[config.mk]
export PLATFORM = sky130hd
export DESIGN_NAME = ps2_key_decoder
export DESIGN_NICKNAME = d
export VERILOG_FILES = /design/src/rtl/ps2_pkg.sv /design/src/rtl/ps2_rx_frame.sv /design/src/rtl/ps2_key_decoder.sv
export SDC_FILE = /design/constraint.sdc
export NUM_CORES = 1
export LEC_CHECK = 0
export ABC_AREA = 1
export BUFFER_PORTS_ARGS = -buffer_cell sky130_fd_sc_hd__buf_4
export CAP_MARGIN = 20
export CORE_AREA = 2 2 70 72
export DETAILED_ROUTE_END_ITERATION = 7
export DIE_AREA = 0 0 72 74
export GPL_ROUTABILITY_DRIVEN = 0
export HOLD_SLACK_MARGIN = 0.02
export MAX_ROUTING_LAYER = met4
export PLACE_DENSITY = 0.73
export SYNTH_ARGS = -nofsm -noshare
export SYNTH_HDL_FRONTEND = slang
export SYNTH_SLANG_ARGS = --single-unit
[constraint.sdc]
create_clock -name clk -period 2.9 [get_ports clk]
set_input_delay 0.29 -clock clk [delete_from_list [all_inputs] [get_ports clk]]
set_output_delay 0.29 -clock clk [all_outputs]
set_load 0.1 [all_outputs]
[src/rtl/ps2_pkg.sv]
// Shared constants for the PS/2 arrow-key decoder: frame states, scan codes
// and key bit positions.
package ps2_pkg;

    localparam logic [1:0] ST_IDLE   = 2'd0;
    localparam logic [1:0] ST_DATA   = 2'd1;
    localparam logic [1:0] ST_PARITY = 2'd2;
    localparam logic [1:0] ST_STOP   = 2'd3;

    localparam logic [7:0] SC_EXT   = 8'hE0;
    localparam logic [7:0] SC_BRK   = 8'hF0;
    localparam logic [7:0] SC_UP    = 8'h75;
    localparam logic [7:0] SC_DOWN  = 8'h72;
    localparam logic [7:0] SC_LEFT  = 8'h6B;
    localparam logic [7:0] SC_RIGHT = 8'h74;

    localparam int KEY_UP    = 0;
    localparam int KEY_DOWN  = 1;
    localparam int KEY_LEFT  = 2;
    localparam int KEY_RIGHT = 3;

    // PS/2 uses odd parity: data bits plus parity bit hold an odd count of ones.
    function automatic logic odd_parity_ok(input logic [7:0] b, input logic p);
        return ^{b, p};
    endfunction

    // One-hot key mask for an extended scan code; zero when unmapped.
    function automatic logic [3:0] key_mask(input logic [7:0] sc);
        logic [3:0] m;
        m = 4'b0000;
        case (sc)
            SC_UP:    m[KEY_UP]    = 1'b1;
            SC_DOWN:  m[KEY_DOWN]  = 1'b1;
            SC_LEFT:  m[KEY_LEFT]  = 1'b1;
            SC_RIGHT: m[KEY_RIGHT] = 1'b1;
            default:  m = 4'b0000;
        endcase
        return m;
    endfunction

endpackage

[src/rtl/ps2_rx_frame.sv]
// PS/2 frame receiver: synchronizes the device lines, deframes 11-bit frames
// on ps2_clk falling edges and aborts a stalled frame after a timeout.
module ps2_rx_frame
    import ps2_pkg::*;
#(
    parameter int TIMEOUT_CYC = 40000
) (
    input  logic       clk_i,
    input  logic       rst_ni,
    input  logic       ps2_clk_i,
    input  logic       ps2_data_i,
    output logic [7:0] byte_o,
    output logic       valid_o,
    output logic       err_o,
    output logic       abort_o
);

    localparam int TW = $clog2(TIMEOUT_CYC + 1);
    localparam logic [TW-1:0] TMO_LAST = TW'(TIMEOUT_CYC - 1);

    logic          clk_s1_q, clk_s2_q, clk_s3_q;
    logic          data_s1_q, data_s2_q;
    logic [1:0]    state_q, state_d;
    logic [7:0]    shift_q, shift_d;
    logic [2:0]    cnt_q, cnt_d;
    logic          par_q, par_d;
    logic [TW-1:0] tmo_q, tmo_d;
    logic          fall;

    // clk_s3_q is the edge-detect stage behind the two synchronizer flops.
    assign fall   = clk_s3_q & ~clk_s2_q;
    assign byte_o = shift_q;

    always_comb begin
        state_d = state_q;
        shift_d = shift_q;
        cnt_d   = cnt_q;
        par_d   = par_q;
        tmo_d   = tmo_q;
        valid_o = 1'b0;
        err_o   = 1'b0;
        abort_o = 1'b0;

        if (state_q == ST_IDLE || fall) begin
            tmo_d = '0;
        end else if (tmo_q == TMO_LAST) begin
            abort_o = 1'b1;
            state_d = ST_IDLE;
            shift_d = 8'h00;
            cnt_d   = 3'd0;
            tmo_d   = '0;
        end else begin
            tmo_d = tmo_q + TW'(1);
        end

        if (fall) begin
            case (state_q)
                ST_IDLE: begin
                    if (!data_s2_q) begin
                        state_d = ST_DATA;
                        shift_d = 8'h00;
                        cnt_d   = 3'd0;
                    end
                end
                ST_DATA: begin
                    shift_d = {data_s2_q, shift_q[7:1]};
                    cnt_d   = cnt_q + 3'd1;
                    if (cnt_q == 3'd7) state_d = ST_PARITY;
                end
                ST_PARITY: begin
                    par_d   = data_s2_q;
                    state_d = ST_STOP;
                end
                default: begin
                    if (data_s2_q && odd_parity_ok(shift_q, par_q)) valid_o = 1'b1;
                    else                                             err_o   = 1'b1;
                    state_d = ST_IDLE;
                end
            endcase
        end
    end

    always_ff @(posedge clk_i or negedge rst_ni) begin
        if (!rst_ni) begin
            clk_s1_q  <= 1'b1;
            clk_s2_q  <= 1'b1;
            clk_s3_q  <= 1'b1;
            data_s1_q <= 1'b1;
            data_s2_q <= 1'b1;
            state_q   <= ST_IDLE;
            shift_q   <= 8'h00;
            cnt_q     <= 3'd0;
            par_q     <= 1'b0;
            tmo_q     <= '0;
        end else begin
            clk_s1_q  <= ps2_clk_i;
            clk_s2_q  <= clk_s1_q;
            clk_s3_q  <= clk_s2_q;
            data_s1_q <= ps2_data_i;
            data_s2_q <= data_s1_q;
            state_q   <= state_d;
            shift_q   <= shift_d;
            cnt_q     <= cnt_d;
            par_q     <= par_d;
            tmo_q     <= tmo_d;
        end
    end

endmodule

[src/rtl/ps2_key_decoder.sv]
// PS/2 arrow-key decoder: tracks E0/F0 prefixes and holds the up/down/left/right
// pressed state from received scan bytes.
module ps2_key_decoder
    import ps2_pkg::*;
#(
    parameter int TIMEOUT_CYC = 40000
) (
    input  logic       clk,
    input  logic       rst,
    input  logic       ps2_clk,
    input  logic       ps2_data,
    output logic [3:0] key,
    output logic [7:0] code,
    output logic       code_valid,
    output logic       frame_err
);

    logic [7:0] rx_byte;
    logic       rx_valid, rx_err, rx_abort;
    logic [3:0] key_q, key_d, mask;
    logic [7:0] code_q, code_d;
    logic       cv_q, cv_d, fe_q, fe_d;
    logic       ext_q, ext_d, brk_q, brk_d;

    ps2_rx_frame #(
        .TIMEOUT_CYC(TIMEOUT_CYC)
    ) u_rx (
        .clk_i     (clk),
        .rst_ni    (rst),
        .ps2_clk_i (ps2_clk),
        .ps2_data_i(ps2_data),
        .byte_o    (rx_byte),
        .valid_o   (rx_valid),
        .err_o     (rx_err),
        .abort_o   (rx_abort)
    );

    assign mask = key_mask(rx_byte);

    always_comb begin
        key_d  = key_q;
        code_d = code_q;
        ext_d  = ext_q;
        brk_d  = brk_q;
        cv_d   = 1'b0;
        fe_d   = rx_err;
        // A damaged or stalled frame must not leave a prefix armed for the next code.
        if (rx_err || rx_abort) begin
            ext_d = 1'b0;
            brk_d = 1'b0;
        end
        if (rx_valid) begin
            cv_d   = 1'b1;
            code_d = rx_byte;
            if (rx_byte == SC_EXT) begin
                ext_d = 1'b1;
            end else if (rx_byte == SC_BRK) begin
                brk_d = 1'b1;
            end else begin
                if (ext_q) key_d = brk_q ? (key_q & ~mask) : (key_q | mask);
                ext_d = 1'b0;
                brk_d = 1'b0;
            end
        end
    end

    always_ff @(posedge clk or negedge rst) begin
        if (!rst) begin
            key_q  <= 4'b0000;
            code_q <= 8'h00;
            cv_q   <= 1'b0;
            fe_q   <= 1'b0;
            ext_q  <= 1'b0;
            brk_q  <= 1'b0;
        end else begin
            key_q  <= key_d;
            code_q <= code_d;
            cv_q   <= cv_d;
            fe_q   <= fe_d;
            ext_q  <= ext_d;
            brk_q  <= brk_d;
        end
    end

    assign key        = key_q;
    assign code       = code_q;
    assign code_valid = cv_q;
    assign frame_err  = fe_q;

endmodule

# Yosys cells after proc, flatten, opt, wreduce, memory -nomap -nowiden

Cells that the tools add are included.

Output and inout bits: 14
Input bits: 4
Register bits: 51
Logic and storage cells: 83

Bitwise logic cells: 7
Muxes and demuxes: 40
Eq/ne operators: 10
$add $sub $neg: 2
Reductions and logical operators: 8

Operators by type and width:

| operator              | number |
|---|---|
| $eq 8x7->1 const B    | 4 |
| $mux 16               | 2 |
| $mux 8                | 4 |
| $mux 1                | 21 |
| $add 16x1->16 const B | 1 |
| $eq 16x16->1 const B  | 1 |
| $eq 8x8->1 const B    | 2 |
| $pmux 8 s2            | 1 |
| $mux 3                | 4 |
| $mux 2                | 5 |
| $reduce_xor 9->1      | 1 |
| $pmux 2 s3            | 1 |
| $pmux 3 s2            | 1 |
| $and 4x4->4           | 1 |
| $mux 4                | 1 |
| $not 4->4             | 1 |
| $or 4x4->4            | 1 |
| $reduce_and 4->1      | 1 |
| $add 3x1->3 const B   | 1 |
| $eq 3x3->1 const B    | 1 |
| $not 1->1             | 3 |
| $reduce_or 3->1       | 1 |
| $eq 2x1->1 const B    | 1 |
| $eq 2x2->1 const B    | 1 |
| other kinds (5)       | 6 |

# Longest topological paths before layout

Gate-level depths: netlist of the first run.

Depth in word-level cells: 10
Mapped depth: 12
Mapped depth without buffers: 12

# Hierarchy

A second synthesis of the first run with hierarchy kept.

Cells, all modules: 301
Area, all modules: 2571.2 um^2

By module, submodules not included:

| module          | cells each | times used | area each (um^2) | seq. area each (um^2) |
|---|---|---|---|---|
| ps2_rx_frame    | 213        | 1          | 1816.7           | 882.1 |
| ps2_key_decoder | 88         | 1          | 754.5            | 400.4 |

# Worst setup path after synthesis of the first run

No wires, ideal clock.

Path kind: flip-flop to flip-flop
Start: register u_rx.tmo_q[0]
End: register u_rx.shift_q[0], in the netlist u_rx.byte_o[0]
Cell stages (with the launch flop): 10
Data required time: 2771 ps
Arrival time: 1467 ps
Clock period less this slack: 1596 ps
Buffers on the path: 0
Slack: 1304 ps
Setup time: 129 ps
Path through: dfrtp_1 > ha_1 > nand3_1 > inv_2 > nand2_1 > nor2_1 > and2_1 > nand2_1 > nand2_1 > o22ai_1

Word-level cells in the longest chain between the ends: 6

RTL lines:

| element                | RTL line            | RTL |
|---|---|---|
| start, declared        | ps2_rx_frame.sv:27  | `logic [TW-1:0] tmo_q, tmo_d;` |
| start signal, assigned | ps2_rx_frame.sv:105 | `tmo_q <= tmo_d;` |
| $eq 16x16->1 (*)       | ps2_rx_frame.sv:46  | `end else if (tmo_q == TMO_LAST) begin` |
| $mux 8 (*)             | ps2_rx_frame.sv:46  |  |
| $mux 8 (*)             | ps2_rx_frame.sv:44  | `if (state_q == ST_IDLE \|\| fall) begin` |
| $mux 8                 | ps2_rx_frame.sv:59  | `if (!data_s2_q) begin` |
| $pmux 8 s2             | ps2_rx_frame.sv:57  | `case (state_q)` |
| $mux 8 (*)             | ps2_rx_frame.sv:56  | `if (fall) begin` |
| via u_rx.shift_d[0]    | ps2_rx_frame.sv:24  | `logic [7:0] shift_q, shift_d;` |
| end signal, assigned   | ps2_rx_frame.sv:102 | `shift_q <= shift_d;` |
| end, declared          | ps2_rx_frame.sv:24  |  |

Mark *: on every way through the listed nets, which the timed path passes. The rest lies on a longest branch.
A chain may end at the register's enable or synchronous reset.

# Worst setup path in the final report of the first run

Start: register u_rx.tmo_q[0]
End: register u_rx.shift_q[2], in the netlist u_rx.byte_o[2]

The elaborated chain is that of the path after synthesis.

==> results_dict.tcl, run 1 <==
set metrics [dict create \
    worst_skew_pair.late_latency_ns 0.30 \
    fin_crit_sh_pct 66.15 \
    maxSlewViolCount 0 \
    maxCapViolCount 0 \
    synth-xor-area-share_pct 1.424 \
    post_cts_resize_count 0 \
    cts_max_path_buffers 2 \
    yosysMostFrequentCell "nand2_1" \
    dp.cells 363 \
    violations "negative hold slack" \
    synth_commonest_cells "nand2_1, dfrtp_1, inv_1" \
    cp-end-kind "flip-flop" \
    p_per_area_mw_per_mm2 736.6 \
    drt_pass1_iterations 4 \
    synth-compound-area-share_pct 8.037 \
    p_int_mw 1.337 \
    ys_warn_count 0 \
    io_pins 18 \
    synth-main-ff-cell "dfrtp_1" \
    whs_ns -0.005438 \
    crit_type "flip-flop to flip-flop" \
    hold_viol 5 \
    syn_avg_cell_area_um2 8.367 \
    gr-total-overflow 0 \
    final_layout_size_suffix_gt1_share_pct 17.35 \
    fin_area_mm2 0.002775 \
    num_antenna_cells 0 \
    tns_ns 0 \
    critPathSlowestCell "dfrtp_1" \
    switching_share_pct 34.62 \
    yosysUniqueCellTypes 31 \
    cts-root-buf "clkbuf_8" \
    synth_mux_area_share_pct 0 \
    wirelength_um 4470 \
    fp.coreArea_mm2 0.004598 \
    synth-async-reset-ratio_pct 100.0 \
    io_buffer_count 17 \
    setup_slack_ns 0.9817 \
    grt_max_degree 52 \
    syn_inst 294 \
    fp.dieH_um 74 \
    die_area_mm2 0.005328 \
    p_sw_mw 0.7076 \
    grt_use_total_pct 19.20 \
    wl_met3_um 152 \
    crit_chain "ha_1 -> nand3_1 -> inv_2 -> nand2_1 -> nor2_1 -> and2_1 -> nand2_1 -> nand2_1 -> o22ai_1" \
    yosysTopAreaCellShare_pct 46.80 \
    synth_seq_cells 51 \
    drt_iter0_drc 107 \
    routed-wl-met2_um 2058 \
    tightest_slew_ns 0.6302 \
    utilization_pct 60.35 \
    grt_pass1_vias 1816 \
    synth_edf_count 0 \
    crit_top_cell "nand2_1" \
    synth_top_area_cell "dfrtp_1" \
    htreeDepth 2 \
    grt_pass1_wl_um 7810 \
    wl_per_cell_um 12.05 \
    syn-num-nets 301 \
    start_util_pct 53.50 \
    period_minus_slack_ns 1.918 \
    holdBufCountCts 0 \
    route.detailed.drc 0 \
    highest-signal-layer "met4" \
    path_clk_slew_ns 0.09 \
    final_nets 323 \
    ant_nets 0 \
    peakVddDrop_v 0.0004436 \
    synth-simple-area-share_pct 29.65 \
    crit_required_ns 3.09 \
    met1_length_um 2197 \
    via_per_inst 5.218 \
    hpwl_um 3263 \
    clockPowerShare_pct 28.1 \
    synth_top_family_by_area "simple AND/OR/NAND/NOR gates" \
    mappedNetlistArea_mm2 0.002460 \
    vias 1936 \
    placedInstanceArea_mm2 0.002639 \
    synth_area_leaders "dfrtp_1, nand2_1, dfstp_2" \
    pwr-share-seq_pct 43.7 \
    fin_cells 371 \
    skew_ns 0.008914 \
    post-place-ws_ns 1.002 \
    slowest_delay_ns 0.38 \
    area_growth_pct 12.82 \
    p_leak_nw 1.318 \
    seq_area_frac_synth_pct 52.14 \
    startpoint_type "flip-flop" \
    yosys.area_share.adder_pct 1.526 \
    slew_headroom_pct 57.98 \
    p_comb_share_pct 28.1 \
    hp-class "input port to asynchronous set/reset pin" \
    clock-sinks 51 \
    cts_setup_buffers 0 \
    numCtsBuffers 5 \
    antenna_found_initial 0 \
    cts_tree "built" \
    num_rows 25 \
    grt_setup_unrepaired "false" \
    path_max_fanout 8 \
    worstPathArrival_ns 2.10 \
    die_w_um 72 \
    max_freq_mhz 521.3 \
    status "finished with violations" \
    setup_viol 0 \
]
==> critical path: cells and delay by family, from the launching register on <==
kind / cells / cell delay (ns)
flip-flops: 1 / 0.38
AO/OA/AOI/OAI: 1 / 0.10
buffers and inverters: 1 / 0.10
adder cells (fa/ha/maj): 1 / 0.19
AND/OR/NAND/NOR: 6 / 1.03
==> power by group through the flow <==
stage	Combinational (mW)	Sequential, mW	Clock (mW)
floorplan	0.438	0.919	0
global placement	0.555	0.906	0
detailed placement	0.579	0.908	0
CTS	0.582	0.894	0.594
global route	0.666	0.910	0.623
finish	0.575	0.894	0.575
==> cells in the final DEF, fill, tap and decap left out, types with 5 or more instances in the layout <==
cell	instances
o22ai_1	7
inv_2	10
nor2_1	30
nor3_1	5
nand2_1	69
dfrtp_1	46
o21ai_1	10
nor4_1	5
inv_1	33
clkbuf_8	5
nand3_1	24
a21oi_1	8
nand4_1	9
buf_4	17
dfstp_2	5
==> metrics by stage <==
stage	hold slack (ns)	power [mW]
2_1_floorplan	-0.005591	1.356
3_3_place_gp	0.3456	1.461
3_5_place_dp	0.3473	1.488
4_1_cts	0.02276	2.070
5_1_grt	0.04695	2.200
6_report	-0.005438	2.044
==> per-layer routing <==
| metal | vias to the layer above | track usage (%) |
|---|---|---|
| met1 | 895 | 25.62 |
| met4 | 0 | 6.918 |
| met3 | 6 | 3.252 |
| li1 | 1006 | - |
| met2 | 29 | 29.94 |
| met5 | - | - |
==> final cells by class <==
| type | count | area (um2) |
|---|---|---|
| Clock buffer | 5 | 68.82 |
| Clock inverter | 3 | 67.56 |
| Fill cell | 419 | 1823 |
| Inverter | 43 | 161.4 |
| Multi-Input combinational cell | 198 | 999.7 |
| Sequential cell | 51 | 1282 |
| Tap cell | 54 | 67.56 |
| Timing Repair Buffer | 17 | 127.6 |
==> final timing paths <==
kind,start,end,slack [ns],cells past startpoint
worst max-delay path,u_rx.tmo_q[0],u_rx.byte_o[2],0.98,9
worst min-delay path,rst,u_rx.tmo_q[9],-0.005,1
worst max register to register,u_rx.tmo_q[0],u_rx.byte_o[2],0.98,9
worst min register to register,u_rx.clk_s1_q,u_rx.clk_s2_q,0.36,0
max in group asynchronous,rst,u_rx.tmo_q[13],2.47,1
min in group clk,ps2_data,u_rx.data_s1_q,0.09,1
==> registers in the layout, indices dropped and copies added, names as in the netlist, named ones only <==
| signal | flops |
|---|---|
| u_rx.clk_s2_q | 1 |
| code | 8 |
| ext_q | 1 |
| frame_err | 1 |
| u_rx.data_s2_q | 1 |
| brk_q | 1 |
| u_rx.data_s1_q | 1 |
| u_rx.cnt_q | 3 |
| u_rx.par_q | 1 |
| u_rx.tmo_q | 16 |
| u_rx.clk_s1_q | 1 |
| u_rx.byte_o | 8 |
| code_valid | 1 |
| u_rx.state_q | 2 |
| u_rx.clk_s3_q | 1 |
==> logic make-up (layout without fill, tap and decap cells) <==
family                   count (synthesis)  after routing
AND/OR/NAND/NOR                        157            157
adder cells (fa/ha/maj)                  3              3
AO/OA/AOI/OAI                           34             34
flip-flops                              51             51
buffers and inverters                   45             68
XOR/XNOR                                 4              4
No activity file was read; power rests on OpenSTA's default activity.
==> inputs of run 2 (changes only) <==
--- a/config.mk
+++ b/config.mk
@@ -5,16 +5,16 @@
 export SDC_FILE = /design/constraint.sdc
 export NUM_CORES = 1
 export LEC_CHECK = 0
-export ABC_AREA = 1
+export ABC_AREA = 0
 export BUFFER_PORTS_ARGS = -buffer_cell sky130_fd_sc_hd__buf_4
 export CAP_MARGIN = 20
-export CORE_AREA = 2 2 70 72
+export CORE_AREA = 2 2 69 71
 export DETAILED_ROUTE_END_ITERATION = 7
-export DIE_AREA = 0 0 72 74
+export DIE_AREA = 0 0 71 73
 export GPL_ROUTABILITY_DRIVEN = 0
 export HOLD_SLACK_MARGIN = 0.02
 export MAX_ROUTING_LAYER = met4
-export PLACE_DENSITY = 0.73
+export PLACE_DENSITY = 0.72
 export SYNTH_ARGS = -nofsm -noshare
 export SYNTH_HDL_FRONTEND = slang
 export SYNTH_SLANG_ARGS = --single-unit
==> constraint.sdc (replaced) <==
create_clock -name clk -period 1.8 [get_ports clk]
set_input_delay 0.18 -clock clk [delete_from_list [all_inputs] [get_ports clk]]
set_output_delay 0.18 -clock clk [all_outputs]
set_load 0.1 [all_outputs]
==> run 2 against run 1 <==
Effect of this change:
- the run ends with negative setup slack left
- non-clock buffer count increased by 36
- maximum frequency decreased by 0.49%
- design area increased by 8.7%
- first-iteration DRC count decreased by 22%
- via count decreased by 14%
- combinational power increased by 150%
- core utilization increased by 6.1 points
- setup slack got worse by 1.1 ns
- sequential share of layout area decreased by 3.7 points
- wire length increased by 4.0%
- largest power group unchanged
- highest routed layer unchanged
==> results_dict.tcl, run 2 <==
set metrics [dict create \
    status "finished with violations" \
    violations "negative setup slack" \
    synth_area_leaders "dfrtp_1, dfstp_2, mux2_2" \
    yosysMostFrequentCell "dfrtp_1" \
    synth-main-ff-cell "dfrtp_1" \
    worstPathArrival_ns 2.11 \
    path_max_fanout 5 \
    switching_share_pct 34.63 \
    startpoint_type "flip-flop" \
    max_freq_mhz 518.8 \
    fin_area_mm2 0.003015 \
    synth_edf_count 0 \
    wl_per_cell_um 14.91 \
    tightest_slew_ns 0.6198 \
    antenna_found_initial 0 \
    cp-end-kind "flip-flop" \
    wirelength_um 4651 \
    via_per_inst 5.333 \
    hp-class "flip-flop to flip-flop" \
    p_int_mw 2.350 \
    largest_register_ffs 16 \
    skew_ns 0.01273 \
    start_util_pct 51.59 \
    grt_use_total_pct 20.48 \
    crit_type "flip-flop to flip-flop" \
    crit_required_ns 1.99 \
    numCtsBuffers 5 \
    post-place-ws_ns -0.1229 \
    fill_cells 343 \
    mappedNetlistArea_mm2 0.002340 \
    registers.top_by_ff_count "u_rx.tmo_q" \
    dp.cells 294 \
    layout_common_cells "buf_4, dfrtp_1, nor2_1, nand2_1, nand3_1" \
    gr-total-overflow 0 \
    syn-num-nets 211 \
    critPathSlowestCell "or4b_4" \
    ff_latch_area_mm2 0.001282 \
    fp.coreArea_mm2 0.004536 \
    route.detailed.drc 0 \
    die_w_um 71 \
    grt_pass1_wl_um 7969 \
    met2_usage_pct 33.75 \
    hpwl_um 3066 \
    grt_setup_unrepaired "true" \
    die_area_mm2 0.005183 \
    maxCapViolCount 0 \
    syn_avg_cell_area_um2 11.47 \
    fin_cells 312 \
    p_sw_mw 1.245 \
    power_mw 3.595 \
    path_clk_slew_ns 0.09 \
    synth-async-reset-ratio_pct 100.0 \
    grt_pass1_vias 1669 \
    placedInstanceArea_mm2 0.002741 \
    period_minus_slack_ns 1.928 \
    slew_headroom_pct 58.68 \
    multi_input_area_mm2 0.001122 \
    slowest_delay_ns 0.55 \
    path_delay_family "simple AND/OR/NAND/NOR gates" \
    synth_top_area_cell "dfrtp_1" \
    cts_max_path_buffers 2 \
    clock-sinks 51 \
    grt_use_met3_pct 4.558 \
    vias 1664 \
    drt_pass1_iterations 4 \
    use_met1_pct 25.43 \
    cts-root-buf "clkbuf_8" \
    ant_nets 0 \
    worst_skew_pair.late_latency_ns 0.31 \
    p_comb_share_pct 39.5 \
    grt_most_used_layer "met2" \
    hold_viol 0 \
    yosysTopAreaCellShare_pct 49.20 \
    layout_commonest_cell "buf_4" \
    grt_max_degree 52 \
    syn_inst 204 \
    clockPowerShare_pct 19.2 \
    htreeDepth 2 \
    fp.dieH_um 73 \
    synth_commonest_cells "dfrtp_1, nor2_1, nand2_1" \
    final_layout_size_suffix_gt1_share_pct 37.21 \
    io_pins 18 \
    cts_tree "built" \
    setup_viol 39 \
    utilization_pct 66.48 \
    num_antenna_cells 0 \
    io_buffer_count 17 \
    setup_slack_ns -0.1277 \
    p_per_area_mw_per_mm2 1192 \
    ys_warn_count 0 \
    num_rows 25 \
    seq_area_frac_synth_pct 54.81 \
    fin_crit_sh_pct 107.1 \
    crit_chain "or4b_4 -> nor4_2 -> nand2_1 -> o31a_1 -> mux2_4" \
    peakVddDrop_v 0.0005924 \
    yosysUniqueCellTypes 43 \
    area_growth_pct 28.88 \
    final_nets 264 \
    pwr-share-seq_pct 41.3 \
    drt_iter0_drc 83 \
    maxSlewViolCount 0 \
    synth_seq_cells 51 \
    p_leak_nw 1.418 \
    path_buf_inv 0 \
]
run 2: cell types whose count changed after synthesis, sizes merged, moves of 7 or more:
cell and delta:
nand2 -59, inv -37, nand3 -14, o21ai -14, nor2 -13, mux2 +10, a22o +9, xnor2 +9
o22ai -8, a21oi -7
run 2: worst paths after layout:
kind	start	endpoint	slack, ns	cells after the start
max	u_rx.tmo_q[6]	u_rx.cnt_q[0]	-0.13	5
min	u_rx.clk_s1_q	u_rx.clk_s2_q	0.36	0
max reg2reg	u_rx.tmo_q[6]	u_rx.cnt_q[0]	-0.13	5
min reg2reg	u_rx.clk_s1_q	u_rx.clk_s2_q	0.36	0
max in group asynchronous	rst	asynchronous set/reset pin	0.95	2
min in group asynchronous	rst	code[4]	0.42	2
run 2: area by class of cell:
type	instances	area share (%)
clock buffer	6	2.739
inverter	7	1.037
sequential	51	42.53
timing repair buffer	53	13.69
clock inverter	2	0.5394
multi-input combinational	139	37.22
tap	54	2.241
run 2: cells by family (layout without fill, tap and decap cells):
kind of cell,after synthesis,after routing,synth area share (%)
fa+ha+maj,3,3,1.604
mux,14,14,6.524
buf+inv,16,68,3.529
simple gates,83,84,18.82
flops,51,51,54.81
compound gates,17,18,5.990
xor+xnor,20,20,8.716
run 2: metrics by stage:
step,hold WS [ns],setup TNS [ns]
finish,0.3618,-1.826
global route,0.3689,-5.388
CTS,0.3625,-0.8887
detailed placement,0.2453,-2.288
global placement,0.2400,-2.188
floorplan,-0.1156,-1.729
run 2: worst register-to-register path: cells and delay by family (launching register included):
kind	cells	cell delay, ns
simple gates	3	0.96
mux	1	0.28
compound gates	1	0.19
flops	1	0.39
run 2: power by group through the flow:
stage / Combinational, mW / Sequential [mW] / Clock (mW)
after floorplan: 0.809 / 1.59 / 0
after global placement: 1.21 / 1.49 / 0
after detailed placement: 1.23 / 1.50 / 0
after CTS: 1.36 / 1.48 / 0.708
after global routing: 1.53 / 1.51 / 0.749
final: 1.42 / 1.48 / 0.690
run 2: layer usage:
layer,wire length [um],part of all wire (%)
met5,0,0
met4,94,2.0
met3,127,2.7
met2,2372,51
met1,2056,44
run 2: repair_timing:
item                                    in CTS  in global routing
pin swaps                                    3                 18
hold buffers                                 3                  0
resized for setup                            7                 14
hold endpoints to repair                    48                  0
setup buffers                                1                  4
cloned                                       2                  0
endpoints found under the setup margin      40                 43
